==> config.mk <==
export PLATFORM = sky130hd
export DESIGN_NAME = gestor_necesidades
export DESIGN_NICKNAME = d
export VERILOG_FILES = /design/src/rtl/gestor_necesidades.sv
export SDC_FILE = /design/constraint.sdc
export NUM_CORES = 1
export LEC_CHECK = 0
export ABC_CLOCK_PERIOD_IN_PS = 3600
export CAP_MARGIN = 20
export CORE_UTILIZATION = 58
export DETAILED_ROUTE_END_ITERATION = 6
export PLACE_DENSITY_LB_ADDON = 0.12
export SYNTH_ARGS = -nofsm -noshare
export SYNTH_HDL_FRONTEND = slang
export SYNTH_SLANG_ARGS = --single-unit
==> constraint.sdc <==
create_clock -name clk -period 3.6 [get_ports clk]
set_input_delay 1.08 -clock clk [delete_from_list [all_inputs] [get_ports clk]]
set_output_delay 1.08 -clock clk [all_outputs]
set_load 0.02 [all_outputs]
==> src/rtl/gestor_necesidades.sv <==
// Need levels (hambre/energia/felicidad) with per-need decay, user actions and VIVO/DURMIENDO/MUERTO life state.
// Optional macro NECESIDADES_ACCEL_EN adds input acelerar: every clk counts as a tick while it is high.
module gestor_necesidades #(
    parameter int MAX_LEVEL     = 15,
    parameter int PER_HAMBRE    = 15,
    parameter int PER_ENERGIA   = 20,
    parameter int PER_FELICIDAD = 10,
    parameter int BOOST         = 5,
    parameter int ALERT_TH      = 3
) (
    input  logic       clk,
    input  logic       reset,
    input  logic       tick_1s,
    input  logic       alimentar,
    input  logic       jugar,
    input  logic       dormir,
`ifdef NECESIDADES_ACCEL_EN
    input  logic       acelerar,
`endif
    output logic [3:0] hambre,
    output logic [3:0] energia,
    output logic [3:0] felicidad,
    output logic [1:0] estado,
    output logic       alerta
);

    typedef enum logic [1:0] {
        ST_VIVO      = 2'b00,
        ST_DURMIENDO = 2'b01,
        ST_MUERTO    = 2'b10
    } estado_t;

    localparam logic [3:0] LP_MAX     = 4'(MAX_LEVEL);
    localparam logic [3:0] LP_TH      = 4'(ALERT_TH);
    localparam logic [4:0] LP_BOOST   = 5'(BOOST);
    localparam logic [5:0] LP_WRAP_H  = 6'(PER_HAMBRE - 1);
    localparam logic [5:0] LP_WRAP_E  = 6'(PER_ENERGIA - 1);
    localparam logic [5:0] LP_WRAP_F  = 6'(PER_FELICIDAD - 1);

    estado_t    r_estado;
    logic [3:0] r_hambre, r_energia, r_felicidad;
    logic [5:0] r_cnt_h, r_cnt_e, r_cnt_f;

    logic       w_tick;
    logic [3:0] w_h_dec, w_e_dec, w_f_dec;
    logic [5:0] w_cnt_h, w_cnt_e, w_cnt_f;

    function automatic logic [3:0] f_dec_sat(input logic [3:0] v);
        return (v == 4'd0) ? 4'd0 : v - 4'd1;
    endfunction

    // 5-bit sum so the carry is visible before clamping to MAX_LEVEL
    function automatic logic [3:0] f_add_sat(input logic [3:0] v, input logic [4:0] inc);
        logic [4:0] s;
        s = {1'b0, v} + inc;
        return (s > {1'b0, LP_MAX}) ? LP_MAX : s[3:0];
    endfunction

`ifdef NECESIDADES_ACCEL_EN
    assign w_tick = tick_1s | acelerar;
`else
    assign w_tick = tick_1s;
`endif

    // Post-decay values; actions are applied on top of these
    always_comb begin
        w_h_dec = r_hambre;
        w_e_dec = r_energia;
        w_f_dec = r_felicidad;
        w_cnt_h = r_cnt_h;
        w_cnt_e = r_cnt_e;
        w_cnt_f = r_cnt_f;
        if (w_tick) begin
            if (r_cnt_h == LP_WRAP_H) begin
                w_cnt_h = 6'd0;
                w_h_dec = f_dec_sat(r_hambre);
            end else begin
                w_cnt_h = r_cnt_h + 6'd1;
            end
            if (r_cnt_f == LP_WRAP_F) begin
                w_cnt_f = 6'd0;
                w_f_dec = f_dec_sat(r_felicidad);
            end else begin
                w_cnt_f = r_cnt_f + 6'd1;
            end
        end
        if (r_estado == ST_DURMIENDO) begin
            w_cnt_e = 6'd0;
            if (w_tick) w_e_dec = f_add_sat(r_energia, 5'd1);
        end else if (w_tick) begin
            if (r_cnt_e == LP_WRAP_E) begin
                w_cnt_e = 6'd0;
                w_e_dec = f_dec_sat(r_energia);
            end else begin
                w_cnt_e = r_cnt_e + 6'd1;
            end
        end
    end

    always_ff @(posedge clk or negedge reset) begin
        if (!reset) begin
            r_estado    <= ST_VIVO;
            r_hambre    <= LP_MAX;
            r_energia   <= LP_MAX;
            r_felicidad <= LP_MAX;
            r_cnt_h     <= 6'd0;
            r_cnt_e     <= 6'd0;
            r_cnt_f     <= 6'd0;
        end else if (r_estado != ST_MUERTO) begin
            if (r_hambre == 4'd0) begin
                r_estado <= ST_MUERTO;
            end else begin
                r_hambre    <= w_h_dec;
                r_energia   <= w_e_dec;
                r_felicidad <= w_f_dec;
                r_cnt_h     <= w_cnt_h;
                r_cnt_e     <= w_cnt_e;
                r_cnt_f     <= w_cnt_f;
                if (r_estado == ST_VIVO) begin
                    if (alimentar) begin
                        r_hambre <= f_add_sat(w_h_dec, LP_BOOST);
                        r_cnt_h  <= 6'd0;
                    end else if (jugar) begin
                        r_felicidad <= f_add_sat(w_f_dec, LP_BOOST);
                        r_cnt_f     <= 6'd0;
                        r_energia   <= f_dec_sat(w_e_dec);
                    end else if (dormir) begin
                        r_estado <= ST_DURMIENDO;
                    end
                end else if (dormir || (w_tick && (w_e_dec == LP_MAX))) begin
                    r_estado <= ST_VIVO;
                end
            end
        end
    end

    assign hambre    = r_hambre;
    assign energia   = r_energia;
    assign felicidad = r_felicidad;
    assign estado    = r_estado;
    assign alerta    = (r_estado != ST_MUERTO) &&
                       ((r_hambre <= LP_TH) || (r_energia <= LP_TH) || (r_felicidad <= LP_TH));

endmodule

# [Word level (Yosys, flattened, before mapping)]
# Index checks and enable logic that the tools add are counted.
[word_totals] output_inout_bits=15 elab_cells=89 register_bits=32
[op_classes] bitwise=1 add_sub_neg=10 n_eq_ne=9 mux=41 n_lt_le_gt_ge=6 reduce_logical=15
[op_table] operator="4-bit two-way mux" n=23
[op_table] operator="6-bit two-way mux" n=12
[op_table] operator="6-bit by 1-bit adder with 6-bit output, second input constant" n=3
[op_table] operator="4-bit zero test" n=4
[op_table] operator="4-bit by 1-bit subtractor with 4-bit output, second input constant" n=4
[op_table] operator="5-bit by 4-bit > comparator with 1-bit output, second input constant" n=3
[op_table] operator="6-bit by 4-bit equality test with 1-bit output, second input constant" n=2
[op_table] operator="4-bit by 2-bit <= comparator with 1-bit output, second input constant" n=3
[op_table] operator="2-bit two-way mux" n=6
[op_table] operator="4-bit by 3-bit adder with 5-bit output, second input constant" n=2
[op_table] operator="3-bit != test, second input constant" n=3
[op_table] operator="6-bit by 5-bit equality test with 1-bit output, second input constant" n=1
[op_table] operator="4-bit by 1-bit adder with 5-bit output, second input constant" n=1
[op_table] operator="5-bit AND reduction" n=1
[op_table] operator="4-bit equality test, second input constant" n=1
[op_table] operator="1-bit logical OR" n=3
[op_table] operator="3-bit AND reduction" n=1
[op_table] operator="3-bit nonzero test" n=1
[op_table] operator="2-bit by 1-bit equality test with 1-bit output, second input constant" n=1
[op_table] operator="1-bit logical AND" n=2
[op_table] operator="2-bit zero test" n=1
[op_table] operator="2-bit != test, second input constant" n=1
[op_table] operator="2-bit AND reduction" n=1
[op_table] operator="2-bit nonzero test" n=1
[op_table] operator="1-bit NOT" n=1

# [Depth between registers and ports, before layout]
[depth] ltp_word=11 mapped_depth=11

# [Least setup slack after synthesis]
# No wires, ideal clock.
[synth_timing] path_kind="input -> register" start="in tick_1s" end="reg r_hambre[3], in the netlist hambre[3]" path_stages=9 t_arrival_ns=2.958 setup_ns=0.079 path_buffers=1 slack_ns=0.563 path_cell_list="buf_2 -> nand3_1 -> nor2_1 -> mux2_2 -> ha_1 -> maj3_2 -> a21oi_2 -> o21ai_1 -> a22o_1"
[synth_between] elab_chain_len=6
[synth_rtl] element="start, declared" line="13" rtl="input logic tick_1s,"
[synth_rtl] element="4-bit two-way mux *" line="73" rtl="if (w_tick) begin"
[synth_rtl] element="4-bit by 3-bit adder with 5-bit output" line="55" rtl="s = {1'b0, v} + inc;"
[synth_rtl] element="5-bit by 4-bit > comparator with 1-bit output" line="56" rtl="return (s > {1'b0, LP_MAX}) ? LP_MAX : s[3:0];"
[synth_rtl] element="4-bit two-way mux" line="56"
[synth_rtl] element="4-bit two-way mux" line="120" rtl="if (alimentar) begin"
[synth_rtl] element="4-bit two-way mux *" line="119" rtl="if (r_estado == ST_VIVO) begin"
[synth_rtl] element="end signal, assigned" line="113" rtl="r_hambre <= w_h_dec;"
[synth_rtl] element="end signal, assigned" line="121" rtl="r_hambre <= f_add_sat(w_h_dec, LP_BOOST);"
[synth_rtl] element="end, declared" line="41" rtl="logic [3:0] r_hambre, r_energia, r_felicidad;"
# Mark *: on every way between the ends. The rest lies on a longest branch, timed or not.
# A chain may end at the register's enable or synchronous reset.

# [Worst setup path after layout]
# Ends and elaborated chain as after synthesis.

==> flow_metrics.py <==
metrics = {
    "status": {
        "status": "completed",
    },
    "yosys": {
        "synth_edf_count": 0,
        "synth_flop_cell": "dfrtp_1",
        "async_flop_share_pct": 100.0,
        "yosysWarnings": 0,
        "synthCells": 283,
        "syn_nets": 301,
        "synth_cell_types": 67,
        "syn_area_sq_mm": 0.002469,
        "synth-seq-cells": 32,
        "yosysSeqAreaShare_pct": 33.05,
        "syn_area_per_cell_sq_um": 8.723,
    },
    "worst_setup_path": {
        "cp.required_ns": 3.83,
        "cp_max_fo": 5,
        "critPathLaunchType": "input pin",
        "rrSetupSlack_ns": 0.99,
        "cp-end-kind": "flip-flop",
        "crit_type": "in2reg",
        "crit_arrival_ns": 3.44,
    },
    "timing": {
        "finalHoldViolations": 0,
        "maxSlewViolCount": 0,
        "period_minus_slack_ns": 3.208,
        "setup_tns_ns": 0,
        "holdWs_ns": 0.5127,
        "setup_viol": 0,
        "tightest_slew_ns": 0.9142,
        "fmax_mhz": 311.8,
        "min_period_over_period_pct": 89.10,
        "skew_ns": 0.009544,
        "rsz0062_at_grt": "false",
        "slew_headroom_pct": 38.83,
    },
    "drt": {
        "drc": 0,
        "dr.pass1.iters": 4,
        "wl_per_cell_um": 15.96,
        "drt_iter0_markers": 150,
        "via_per_inst": 6.218,
        "drt-total-wl_um": 5635,
        "vias": 2195,
        "ant_nets": 0,
    },
    "power_and_ir_drop": {
        "power.leakage_nw": 1.127,
        "ir_drop_uv": 215.2,
        "p_per_area_mw_per_mm2": 400.2,
    },
    "global_route": {
        "grt_pass1_vias": 2014,
        "grt_util_met3_pct": 6.250,
        "grt_pass1_wl_um": 9459,
        "grt.total_usage_pct": 28.12,
        "gr-usage-met2_pct": 45.75,
        "antenna_found_initial": 0,
        "overflow": 0,
        "grt_max_degree": 33,
        "top_usage_layer": "met2",
        "met1_usage_pct": 36.90,
    },
    "cts": {
        "cts_buffers": 5,
        "clk_pin_slew_worst_paths_ns": 0.07,
        "cts_setup_buffers": 0,
        "htree_levels": 2,
        "clockRootBuffer": "clkbuf_8",
        "cts_tree": "yes",
        "clockBufferDepth": 2,
        "numClockSinks": 32,
        "postCtsHoldBufs": 0,
        "clk_latency_ns": 0.29,
        "cts-resized-gates": 0,
    },
    "layout": {
        "diodes": 0,
        "drive_gt1_share_pct": 15.18,
        "fillers": 348,
        "areaGrowthSynthToFinish_pct": 12.57,
        "multi_input_area_sq_mm": 0.001509,
        "fin_nets": 320,
        "regArea_sq_um": 815.8,
    },
    "placement": {
        "io_buffers": 20,
        "gp_congestion": 0.8599,
        "dp_hpwl_um": 4077,
    },
    "floorplan": {
        "row_count": 23,
        "initial_core_util_pct": 60.84,
        "die_x_um": 67.24,
        "coreArea_sq_mm": 0.004058,
        "io_pins": 21,
        "fp.dieH_um": 67.24,
        "die_area_sq_mm": 0.004521,
    },
    "flow_run": {
        "drv_cap": 0,
    },
    "hold_path": {
        "min_path_type": "reg2reg",
    },
}
-- per-layer routing --
layer | share of wire [%] | up-vias | wire (um)
met5 | 0 | - | 0
met4 | 1.2 | 0 | 70
met3 | 4.2 | 7 | 237
met2 | 47 | 53 | 2670
met1 | 47 | 1061 | 2656
li1 | - | 1074 | -
-- metrics by stage --
stage | setup slack [ns] | total power [W] | std cells | cell area (sq um) | util (%)
4_1_cts | 0.3878 | 0.001119 | 353 | 2779 | 68.49
3_5_place_dp | 0.07104 | 0.0008229 | 345 | 2689 | 66.27
3_3_place_gp | 0.1659 | 0.0008148 | 345 | 2689 | 66.27
2_1_floorplan | 0.5626 | 0.0007129 | 283 | 2469 | -
6_report | 0.3925 | 0.001112 | 353 | 2779 | 68.49
5_1_grt | 0.2841 | 0.001184 | 353 | 2779 | 68.49
-- cells in the mapped netlist (3+ instances only) --
master	n	area, sq um
clkbuf_1	3	11.26
a21o_1	4	30.03
dfrtp_1	20	500.5
ha_1	12	150.1
nor3_1	10	50.05
xor2_1	8	70.07
nor2_1	30	112.6
a22o_1	3	26.28
nand4_1	5	31.28
nand2_1	23	86.33
dfstp_2	12	315.3
o22ai_1	4	25.02
a211oi_1	4	30.03
buf_2	7	35.03
o31ai_1	3	22.52
nor2b_1	5	31.28
a21oi_1	15	75.07
nand3_1	9	45.04
a31oi_1	5	31.28
o21ai_1	9	45.04
o21ai_0	16	80.08
and3_1	3	18.77
buf_6	3	33.78
inv_1	13	48.80
-- kinds of logic (layout without fill, tap and decap cells) --
| kind of cell | after synthesis | count (layout) | share of synthesized area (%) |
|---|---|---|---|
| xor gates and xnor gates | 9 | 9 | 3.193 |
| adders and majority gates | 14 | 14 | 6.944 |
| DFF | 32 | 32 | 33.05 |
| and+or+nand+nor | 114 | 114 | 26.61 |
| buffers and inverters | 28 | 48 | 5.828 |
| AOI/OAI and AO/OA | 82 | 82 | 22.66 |
| muxes | 4 | 4 | 1.723 |
-- worst max-delay path, cell delays in order --
cell and delay, ns:
clkdlybuf4s50_1 0.55, nand3_1 0.12, nor2_1 0.16, mux2_2 0.39, ha_1 0.27, maj3_2 0.32, a21oi_2 0.22, o21ai_1 0.10
a22o_1 0.24
-- final timing paths --
path	start	end	cells past startpoint
hold reg to reg	r_cnt_e[0]	r_cnt_e[0]	1
setup reg to reg	r_cnt_h[4]	hambre[3]	9
max in group asynchronous	reset	hambre[1]	2
setup / recovery	tick_1s	hambre[3]	9
hold / removal	r_cnt_e[0]	r_cnt_e[0]	1
min in group asynchronous	reset	r_cnt_f[3]	2
-- cell type report --
type                            instances  share of cell area (%)
Sequential cell                        32                   29.36
Timing Repair Buffer                   27                   9.095
Multi-Input combinational cell        223                   54.30
Clock buffer                            8                   3.242
Tap cell                               50                   2.251
Inverter                               13                   1.756
-- cells in the final DEF (no fill, tap or decap), drive strengths merged, types with 5 or more instances in the layout --
master	count
nor2	30
o21ai	26
nand2	23
dfrtp	20
clkdlybuf4s50	20
a21oi	17
inv	13
ha	12
dfstp	12
nor3	11
nand3	9
xor2	8
clkbuf	8
buf	7
nand4	6
nor2b	5
a31oi	5
a211oi	5
nor4	5
-- state kept, by name, indices dropped and copies added (netlist names) --
name and flops:
r_cnt_f 6, r_cnt_h 6, energia 4, r_cnt_e 6, hambre 4, estado 2
felicidad 4
-- where the power goes --
| part | leakage [nW] | switching (W) | total, W | internal [W] |
|---|---|---|---|---|
| clock | 0.0455 | 0.000135 | 0.000291 | 0.000156 |
| combinational | 0.696 | 0.000178 | 0.000322 | 0.000144 |
| sequential | 0.385 | 0.0000806 | 0.000499 | 0.000419 |
| total | 1.13 | 0.000394 | 0.00111 | 0.000718 |
Note: power is estimated with default switching activity, not from simulation.
